`src/rtl/psum_accumulator.sv`:
```
// Partial-sum accumulator: sums the PE-mesh lane bus over N passes into D saturating
// accumulators and drains them one lane per handshake. Define PSUM_RELU_EN for ReLU on drain.
module psum_accumulator #(
    parameter int depth = 2,
    parameter int D     = (1 << depth),
    parameter int W     = 16,
    parameter int PW    = 8
) (
    input  logic                 CLK,
    input  logic                 RSTn,
    input  logic                 start,
    input  logic [PW-1:0]        numPasses,
    input  logic [W*D-1:0]       psumIn,
    input  logic                 psumValid,
    output logic                 busy,
    output logic [W-1:0]         outData,
    output logic [depth-1:0]     outRow,
    output logic                 outValid,
    input  logic                 outReady,
    output logic                 done
);

    typedef enum logic [1:0] {IDLE, ACCUM, DRAIN} state_t;

    localparam logic [depth-1:0] LAST_ROW = depth'(D - 1);
    localparam logic [W-1:0]     SAT_POS  = {1'b0, {(W-1){1'b1}}};
    localparam logic [W-1:0]     SAT_NEG  = {1'b1, {(W-1){1'b0}}};

    state_t                  state, state_nxt;
    logic [D-1:0][W-1:0]     acc, acc_sum;
    logic [PW-1:0]           pass_cnt, passes;
    logic [depth-1:0]        row_idx;
    logic [W-1:0]            last_data, drain_data, acc_sel;
    logic                    last_beat, xfer, last_row;

    // One extra bit of headroom per lane; a sign mismatch between the top two bits is overflow.
    for (genvar i = 0; i < D; i++) begin : g_lane
        logic [W-1:0] lane;
        logic [W:0]   sum;
        assign lane = psumIn[W*(i+1)-1 -: W];
        assign sum  = {acc[i][W-1], acc[i]} + {lane[W-1], lane};
        assign acc_sum[i] = (sum[W] == sum[W-1]) ? sum[W-1:0] :
                            (sum[W] ? SAT_NEG : SAT_POS);
    end

    assign last_beat = psumValid && (pass_cnt == passes - 1'b1);
    assign xfer      = (state == DRAIN) && outReady;
    assign last_row  = (row_idx == LAST_ROW);
    assign acc_sel   = acc[row_idx];

`ifdef PSUM_RELU_EN
    assign drain_data = acc_sel[W-1] ? '0 : acc_sel;
`else
    assign drain_data = acc_sel;
`endif

    assign busy     = (state != IDLE);
    assign outValid = (state == DRAIN);
    assign outRow   = row_idx;
    // Outside DRAIN the bus keeps showing the last drained value.
    assign outData  = (state == DRAIN) ? drain_data : last_data;

    always_ff @(posedge CLK) begin
        if (!RSTn) state <= IDLE;
        else       state <= state_nxt;
    end

    always_comb begin
        state_nxt = state;
        case (state)
            IDLE:    if (start) state_nxt = ACCUM;
            ACCUM:   if (last_beat) state_nxt = DRAIN;
            DRAIN:   if (xfer && last_row) state_nxt = IDLE;
            default: state_nxt = IDLE;
        endcase
    end

    always_ff @(posedge CLK) begin
        if (!RSTn) begin
            acc       <= '0;
            pass_cnt  <= '0;
            passes    <= '0;
            row_idx   <= '0;
            done      <= 1'b0;
            last_data <= '0;
        end else begin
            done <= xfer && last_row;
            case (state)
                IDLE: begin
                    if (start) begin
                        passes   <= (numPasses == '0) ? PW'(1) : numPasses;
                        acc      <= '0;
                        pass_cnt <= '0;
                    end
                end
                ACCUM: begin
                    if (psumValid) begin
                        acc      <= acc_sum;
                        pass_cnt <= pass_cnt + 1'b1;
                        if (last_beat) row_idx <= '0;
                    end
                end
                DRAIN: begin
                    last_data <= drain_data;
                    if (xfer) row_idx <= row_idx + 1'b1;
                end
                default: ;
            endcase
        end
    end

endmodule

```
`config.mk`:
```
export PLATFORM = sky130hd
export DESIGN_NAME = psum_accumulator
export DESIGN_NICKNAME = d
export VERILOG_FILES = /design/src/rtl/psum_accumulator.sv
export SDC_FILE = /design/constraint.sdc
export NUM_CORES = 1
export LEC_CHECK = 0
export ABC_CLOCK_PERIOD_IN_PS = 5400
export BUFFER_PORTS_ARGS = -buffer_cell sky130_fd_sc_hd__clkbuf_2
export CAP_MARGIN = 10
export CORE_ASPECT_RATIO = 2
export CORE_UTILIZATION = 40
export DETAILED_ROUTE_END_ITERATION = 16
export GPL_TIMING_DRIVEN = 0
export PLACE_DENSITY = 0.64
export SLEW_MARGIN = 20
export SYNTH_ARGS = -nofsm -noshare
export SYNTH_HDL_FRONTEND = slang
export SYNTH_SLANG_ARGS = --single-unit
```
`constraint.sdc`:
```
create_clock -name CLK -period 5.4 [get_ports CLK]
set_clock_uncertainty 0.2 [all_clocks]
set_input_delay 0.54 -clock CLK [delete_from_list [all_inputs] [get_ports CLK]]
set_output_delay 0.54 -clock CLK [all_outputs]
set_load 0.03 [all_outputs]
```
# --- Yosys cells after proc, flatten, opt, wreduce, memory -nomap -nowiden ---
# Cells that the tools add are included.
classes:
  n_reduce_logical: 12
  n_eq_ne: 13
  muxes: 26
  add_sub_neg: 7
  n_lt_le_gt_ge: 1
ops:
  columns: ["cell", "count"]
  rows:
  - ["$mux 16", 10]
  - ["$mux 64", 2]
  - ["$pmux 64 s2", 1]
  - ["$add 16x16->17", 4]
  - ["$bmux 16 s2", 1]
  - ["$mux 8", 3]
  - ["$pmux 8 s2", 1]
  - ["$mux 2", 6]
  - ["$add 8x1->8 const B", 1]
  - ["$eq 8x8->1", 1]
  - ["$logic_not 8->1", 1]
  - ["$sub 8x1->8 const B", 1]
  - ["$ne 2x2->1 const B", 3]
  - ["$pmux 2 s3", 1]
  - ["$reduce_and 3->1", 2]
  - ["$reduce_bool 2->1", 3]
  - ["$eq 1x1->1", 4]
  - ["$eq 2x2->1 const B", 2]
  - ["$ne 2x1->1 const B", 2]
  - ["$pmux 2 s2", 1]
  - ["$reduce_and 4->1", 1]
  - ["$logic_and 1x1->1", 3]
  - ["$lt 2x3->1 const B", 1]
  - ["$add 2x1->2 const B", 1]
  - ["3 further kinds", 3]
word_totals:
  reg_bits: 101
  out_inout_bits: 21

# --- Depth between registers and ports, before layout ---
# Gate-level depths: netlist of run 1.
logic_depth:
  depth_word: 6
  depth_mapped: 13
  ltp_nobuf: 13

# --- Worst setup path after synthesis of run 1 ---
# Ideal clock, no wire load.
synth_path:
  path_type: "input to register"
  start: "in psumIn[1]"
  end: "reg acc[13] in the netlist's numbering"
  path_stages: 13
  required_ns: 5.105
  t_arrival_ns: 3.311
  n_path_buf: 1
  slack_ns: 1.794
  path_cell_list: "ha_1 -> a21oi_1 -> o2111ai_1 -> a31oi_1 -> o21bai_1 -> a2111oi_0 -> o41ai_1 -> a21oi_1 -> xnor2_1 -> ha_1 -> clkbuf_1 -> a21oi_1 -> a221oi_1"
synth_between:
  elab_chain_cells: 5
  word_cells_on_any_way: 6
synth_lines:
  columns: ["item", "line_no", "rtl"]
  rows:
  - ["start, declared", "13", "input logic [W*D-1:0] psumIn,"]
  - ["$add 16x16->17 (*)", "41", "assign sum = {acc[i][W-1], acc[i]} + {lane[W-1], lane};"]
  - ["$mux 16 / $eq 1x1->1 (equally long branches)", "43, 42", null]
  - ["$mux 16 (*)", "42", "assign acc_sum[i] = (sum[W] == sum[W-1]) ? sum[W-1:0] :"]
  - ["$mux 64 (*)", "97", "if (psumValid) begin"]
  - ["$pmux 64 s2 (*)", "88", "case (state)"]
  - ["end signal, assigned", "98", "acc <= acc_sum;"]
  - ["end, declared", "30", "logic [D-1:0][W-1:0] acc, acc_sum;"]
# Every way passes the cells marked *; elsewhere a longest branch is shown, timed or not. The select of a mux whose other input is x is not followed.
# A chain may end at the register's enable or synchronous reset.

# --- Worst setup path after layout of run 1 ---
layout_path:
  start: "reg acc[17] in the netlist's numbering"
  end: "reg acc[20] in the netlist's numbering"
layout_between:
  elab_chain_cells: 5
  word_cells_on_any_way: 6
layout_lines:
  columns: ["item", "line_no"]
  rows:
  - ["$add 16x16->17 (*)", "41"]
  - ["$mux 16 / $eq 1x1->1 (equally long branches)", "43, 42"]
  - ["$mux 16 (*)", "42"]
  - ["$mux 64 (*)", "97"]
  - ["$pmux 64 s2 (*)", "88"]
# Marked as above.

==> reports/summary.txt, run 1 <==
residual DRC count -> 0
WP data required -> 5.48 ns
post-synthesis xor/xnor area fraction -> 8.396%
# diodes -> 0
post-cts sizing count -> 0
fmax -> 0.2328 GHz
Die X -> 96.86 µm
# setup viols final -> 0
GRT Residual Overflow -> 0
Mean Syn Cell Area -> 8.529 µm²
vias in the first global route -> 6,735
vias -> 6,753
WL/cell -> 19.11 µm
first-pass GRT wire length -> 34,660 µm
root buffer cell -> clkbuf_16
standard-cell rows -> 69
GRT Total Usage -> 24.38%
Synth Area in Compound Gates -> 23.69%
gate count after technology mapping -> 844
RSZ-0062 raised after global routing -> no
Initial Util -> 40.67%
most frequent cells in the layout -> 101 x dfxtp_1, 99 x nand2_1, 97 x clkbuf_2
VDD IR max -> 0.0001349 V
Worst R2R Path Depth -> 13
Hold Path Class -> in -> reg
initial drt markers -> 402
Synth cell types -> 54
synthesized area -> 0.007198 mm²
Vias/cell -> 5.772
post-DP HPWL -> 18,290 µm
Worst slew margin -> 21.66%
Power Density -> 251.4 mW/mm²
CP endpoint kind -> flop
FF-to-FF End -> acc[20]$_SDFFE_PN0P_
WL final -> 22,360 µm
final instance area -> 0.008235 mm²
full die area -> 0.01857 mm²
main combinational cell family by area after synthesis -> compound AO/OA/AOI/OAI gates
register area share after synthesis -> 28.09%
Final TNS setup -> 0 ns
EDFF count, synth -> 0
Worst Setup SP -> acc[17]$_SDFFE_PN0P_
hold slack -> 0.2175 ns
Max-Cap Viols -> 0
clk slew on worst S/H paths -> 0.07 ns
antenna violations before repair -> 0
mux cell area share after synthesis -> 7.961%
Num CTS Buffers -> 9
syn nets -> 998
CTS tree -> yes
Synth Warn # -> 0
I/O pins -> 98
post-CTS setup buffer count -> 0
Adder-Cell Fraction of Synth Area -> 13.80%
Place WS -> 0.8690 ns
largest net degree at the start of global routing -> 18
commonest non-fill, non-tap cell in the layout -> dfxtp_1
Sink Count -> 101
async set-or-reset flop fraction in the synthesized netlist -> 0%
Tcrit/Tclk final -> 79.54%
Worst R2R Setup Slack -> 1.10 ns
CTS Buffer Depth -> 2
Synth Area in Simple Gates -> 15.33%
Final ANT Viol Nets -> 0
core area -> 0.01770 mm²
Worst R2R Start -> acc[17]$_SDFFE_PN0P_
Slew @ Worst Pin -> 1.171 ns
DR pass1 iterations -> 9
Worst Path Max Fanout -> 10
critical path class -> reg -> reg
max-slew violation total from the final report -> 0
status -> finished clean
DP Area -> 0.007950 mm²
synth-to-layout area growth -> 14.41%
IO buf count -> 97
Top FF cell, synth -> dfxtp_1
Leakage -> 0.003496 µW
routability cong. -> 0.9294
Worst setup SP type -> flop
final worst setup slack -> 1.105 ns
Final Hold Violating Endpoints -> 0
H-tree Lvls -> 3
Period minus WS final -> 4.295 ns
share of cells above drive strength 1 -> 16.61%
Final nets -> 1,106
Arrival @ worst endpoint -> 4.38 ns
Die Y -> 191.7 µm
Post-CTS Hold Buffers -> 0
clock latency on the worst-skew pair -> 0.36 ns
register bit count reported by yosys -> 101
crit path capture -> acc[20]$_SDFFE_PN0P_
-- synth_stat cells, drive strengths merged, types with 8 or more instances --
master / instances / share of area (%)
o211ai: 9 / 0.94
xor2: 29 / 3.5
nor2: 60 / 3.1
nand2: 99 / 5.2
a22oi: 16 / 1.7
ha: 73 / 13
dfxtp: 101 / 28
inv: 21 / 1.1
nor3: 20 / 1.4
a21oi: 77 / 5.4
a211oi: 9 / 1.0
a21o: 13 / 1.4
xnor2: 40 / 4.9
o21ai: 73 / 5.1
o21bai: 8 / 0.83
mux4: 16 / 5.0
clkbuf: 29 / 1.5
nand3: 13 / 0.90
mux2: 16 / 2.5
a311oi: 10 / 1.4
and2: 18 / 1.6
or2: 8 / 0.70
-- layout make-up --
class,instances,area (µm²)
buffer,30,113.9
clock buffer,10,239.0
clock inverter,6,46.29
fill,1761,9463
inverter,22,82.58
multi-input combinational,691,4980
sequential,101,2022
tap,213,266.5
timing repair buffer,97,485.5
-- cells by family (layout without fill, tap and decap cells) --
| logic type | after synthesis | count (layout) |
|---|---|---|
| flops | 101 | 101 |
| buf+inv | 52 | 165 |
| compound gates | 266 | 266 |
| xor+xnor | 69 | 69 |
| fa+ha+maj | 77 | 77 |
| mux | 34 | 34 |
| simple gates | 245 | 245 |
-- layer usage --
metal	track usage (%)	part of all wire, %	vias to the layer above
met4	17.74	7.4	0
met3	2.729	2.9	72
met5	0	0	-
met2	46.99	54	169
li1	-	-	3320
met1	23.57	36	3192
-- where the power goes --
group	switching (µW)	total [µW]	leakage [µW]	internal [µW]
Combinational	349	592	0.00254	243
Clock	310	639	0.000135	329
Sequential	54.8	840	0.000821	785
Total	714	2070	0.00350	1360
-- flip-flops by register name (all words and copies together) (netlist names) --
| register | count |
|---|---|
| state | 2 |
| pass_cnt | 8 |
| passes | 8 |
| acc | 64 |
| last_data | 16 |
| done | 1 |
| outRow | 2 |
-- critical path, stage by stage, from the launching register on --
cell and delay (ns):
dfxtp_1 0.41, ha_1 0.26, a21oi_1 0.24, o2111ai_1 0.22, a31oi_1 0.30, o21bai_1 0.12
a2111oi_0 0.64, o41ai_1 0.18, a21oi_1 0.31, xnor2_1 0.11, ha_1 0.32, clkbuf_1 0.45
nand3b_1 0.28, o21ai_0 0.17
-- per-stage QoR --
| stage | cells | utilization (%) | total power [µW] |
|---|---|---|---|
| 6_report | 1170 | 46.53 | 2070 |
| 5_1_grt | 1170 | 46.53 | 2177 |
| 4_1_cts | 1170 | 46.53 | 2068 |
| 3_5_place_dp | 1154 | 44.92 | 1442 |
| 3_3_place_gp | 1154 | 44.92 | 1434 |
| 2_1_floorplan | 844 | - | 1261 |
-- worst min-delay path by stage --
stage	depth (start not counted)	from	slack, ns	endpoint
global route	3	numPasses[5]	0.23	passes[5]$_SDFFE_PN0P_
detailed placement	2	passes[7]$_SDFFE_PN0P_	0.27	passes[7]$_SDFFE_PN0P_
floorplan	2	passes[6]$_SDFFE_PN0P_	0.25	passes[6]$_SDFFE_PN0P_
finish	3	numPasses[7]	0.22	passes[7]$_SDFFE_PN0P_
CTS	3	numPasses[7]	0.22	passes[7]$_SDFFE_PN0P_
global placement	2	passes[7]$_SDFFE_PN0P_	0.26	passes[7]$_SDFFE_PN0P_
(Power assumes the default switching activity.)
==> inputs of run 2 (changes only) <==
Settings changed: ABC_CLOCK_PERIOD_IN_PS 5400 to 4100.
Clock period 5.4 ns to 4.1 ns, I/O delays scaled along.
==> run 2 against run 1 <==
  * Worst setup slack lost 0.89 ns
  * Cell count is the same
  * Register-to-register slack lost 0.89 ns
  * Via count is essentially flat
  * Worst hold slack lost 0.13 ns
==> reports/summary.txt, run 2 (synthesis gave the netlist of run 1 again) <==
Finished Core Util -> 46.79% (+0.26 points)
core area -> 0.01770 mm² (unchanged)
footprint of the multi-input gates -> 0.005022 mm² (+0.85%)
Die X -> 96.86 µm (unchanged)
fmax -> 0.2574 GHz (+11%)
Fillers -> 1,748 (-0.74%)
GRT Residual Overflow -> 0 (unchanged)
GRT Total Usage -> 24.38% (about the same)
IO buf count -> 97 (unchanged)
critical path class -> reg -> reg
synth-to-layout area growth -> 15.05%
max reg flops -> 64 (unchanged)
standard-cell rows -> 69 (unchanged)
clock latency on the worst-skew pair -> 0.36 ns (about the same)
Power Density -> 331.5 mW/mm² (+32%)
CTS Buffer Depth -> 2 (unchanged)
post-CTS setup buffer count -> 0 (unchanged)
Initial Util -> 40.67% (unchanged)
Final TNS setup -> 0 ns (unchanged)
WL final -> 22,430 µm (+0.32%)
residual DRC count -> 0 (unchanged)
antenna violations before repair -> 0 (unchanged)
most frequent cells in the layout -> 101 x dfxtp_1, 99 x nand2_1, 98 x clkbuf_2
Crit-path slowest cell -> dfxtp_1
clk slew on worst S/H paths -> 0.07 ns (about the same)
Worst setup SP type -> flop
share of cells above drive strength 1 -> 17.66% (+1.0 points)
routability cong. -> 0.9294 (unchanged)
# diodes -> 0 (unchanged)
Final Hold Violating Endpoints -> 0 (unchanged)
hold slack -> 0.08844 ns (-0.1290 ns)
largest registers -> acc (64), last_data (16)
largest net degree at the start of global routing -> 18 (unchanged)
first-pass GRT wire length -> 34,670 µm (about the same)
full die area -> 0.01857 mm² (unchanged)
Vias/cell -> 5.774 (about the same)
Leakage -> 0.003513 µW (+0.50%)
Hold Path Class -> in -> reg
Tcrit/Tclk final -> 94.77% (+15 points)
Arrival @ worst endpoint -> 3.96 ns (-0.42 ns)
H-tree Lvls -> 3 (unchanged)
CTS tree -> yes
DR pass1 iterations -> 9 (unchanged)
final instance area -> 0.008282 mm² (+0.56%)
Register Area -> 0.002022 mm² (unchanged)
Max-Cap Viols -> 0 (unchanged)
# setup viols final -> 0 (unchanged)
status -> finished clean
crit path cell chain -> ha_1 -> a21oi_1 -> o2111ai_1 -> a31oi_1 -> o21bai_1 -> a2111oi_2 -> o41ai_1 -> a21oi_1 -> xnor2_1 -> ha_1 -> clkbuf_2 -> nand3b_1 -> o21ai_0
commonest non-fill, non-tap cell in the layout -> dfxtp_1
Place WS -> -0.3010 ns (-1.170 ns)
Largest Register -> acc
WP data required -> 4.17 ns (-1.31 ns)
vias -> 6,755 (+0.030%)
Die Y -> 191.7 µm (unchanged)
Sink Count -> 101 (unchanged)
initial drt markers -> 385 (-4.2%)
RSZ-0062 raised after global routing -> no
DP Area -> 0.007950 mm² (unchanged)
Worst slew margin -> 24.00% (+2.3 points)
Slowest Stage Delay on Critical Path -> 0.55 ns (-0.09 ns)
VDD IR max -> 0.0001782 V (+32%)
Num CTS Buffers -> 9 (unchanged)
Period minus WS final -> 3.886 ns (-0.4094 ns)
vias in the first global route -> 6,737 (+0.030%)
Final nets -> 1,106 (unchanged)
WL/cell -> 19.17 µm (+0.32%)
CP endpoint kind -> flop
Slew @ Worst Pin -> 1.136 ns (-0.03499 ns)
Final ANT Viol Nets -> 0 (unchanged)
max-slew violation total from the final report -> 0 (unchanged)
I/O pins -> 98 (unchanged)
final worst setup slack -> 0.2144 ns (-0.8906 ns)
root buffer cell -> clkbuf_16
Worst Path Max Fanout -> 10 (unchanged)
post-DP HPWL -> 18,290 µm (unchanged)
-- run 2: per-layer routing --
metal | vias up | global-route usage (%) | wire [µm]
met1 | 3189 | 23.59 | 8012
li1 | 3328 | - | -
met3 | 71 | 2.729 | 609
met4 | 0 | 17.74 | 1602
met5 | - | 0 | 0
met2 | 167 | 46.99 | 12210
-- run 2: worst max-delay path: cells and delay by family, from the launching register on --
kind	cells	cell delay, ns
AOI/OAI and AO/OA	8	1.83
xor gates and xnor gates	1	0.11
adders and majority gates	2	0.64
buffers and inverters	1	0.25
DFF	1	0.55
and+or+nand+nor	1	0.21
-- run 2: area by class of cell --
type                       instances  area share (%)
multi-input combinational        691           60.64
sequential                       101           24.41
tap                              213           3.218
timing repair buffer              97           5.862
inverter                          22          0.9971
clock buffer                      10           2.886
buffer                            30           1.420
clock inverter                     6          0.5590
-- run 2: timing repair --
| item | 4_1_cts | 5_1_grt |
|---|---|---|
| endpoints found under the setup margin | 23 | 45 |
| hold buffers | 0 | 0 |
| gates resized for setup | 5 | 12 |
| pin swaps | 0 | 0 |
-- run 2: worst paths after layout --
check                              start                      to  slack [ns]  cells past startpoint
setup / recovery    acc[33]$_SDFFE_PN0P_    acc[40]$_SDFFE_PN0P_        0.21                     13
setup reg to reg    acc[33]$_SDFFE_PN0P_    acc[40]$_SDFFE_PN0P_        0.21                     13
hold reg to reg   passes[7]$_SDFFE_PN0P_  passes[7]$_SDFFE_PN0P_        0.28                      2
hold / removal              numPasses[7]  passes[7]$_SDFFE_PN0P_        0.09                      3
-- run 2: stage by stage --
stage	cells	total power [µW]
after floorplan	844	1660
after global placement	1154	1888
after detailed placement	1154	1899
after CTS	1170	2727
after global routing	1170	2882
final	1170	2746
-- run 2: report_power, final --
group,switching [µW],internal [µW]
clock network,412,433
registers,72.4,1030
logic,466,329
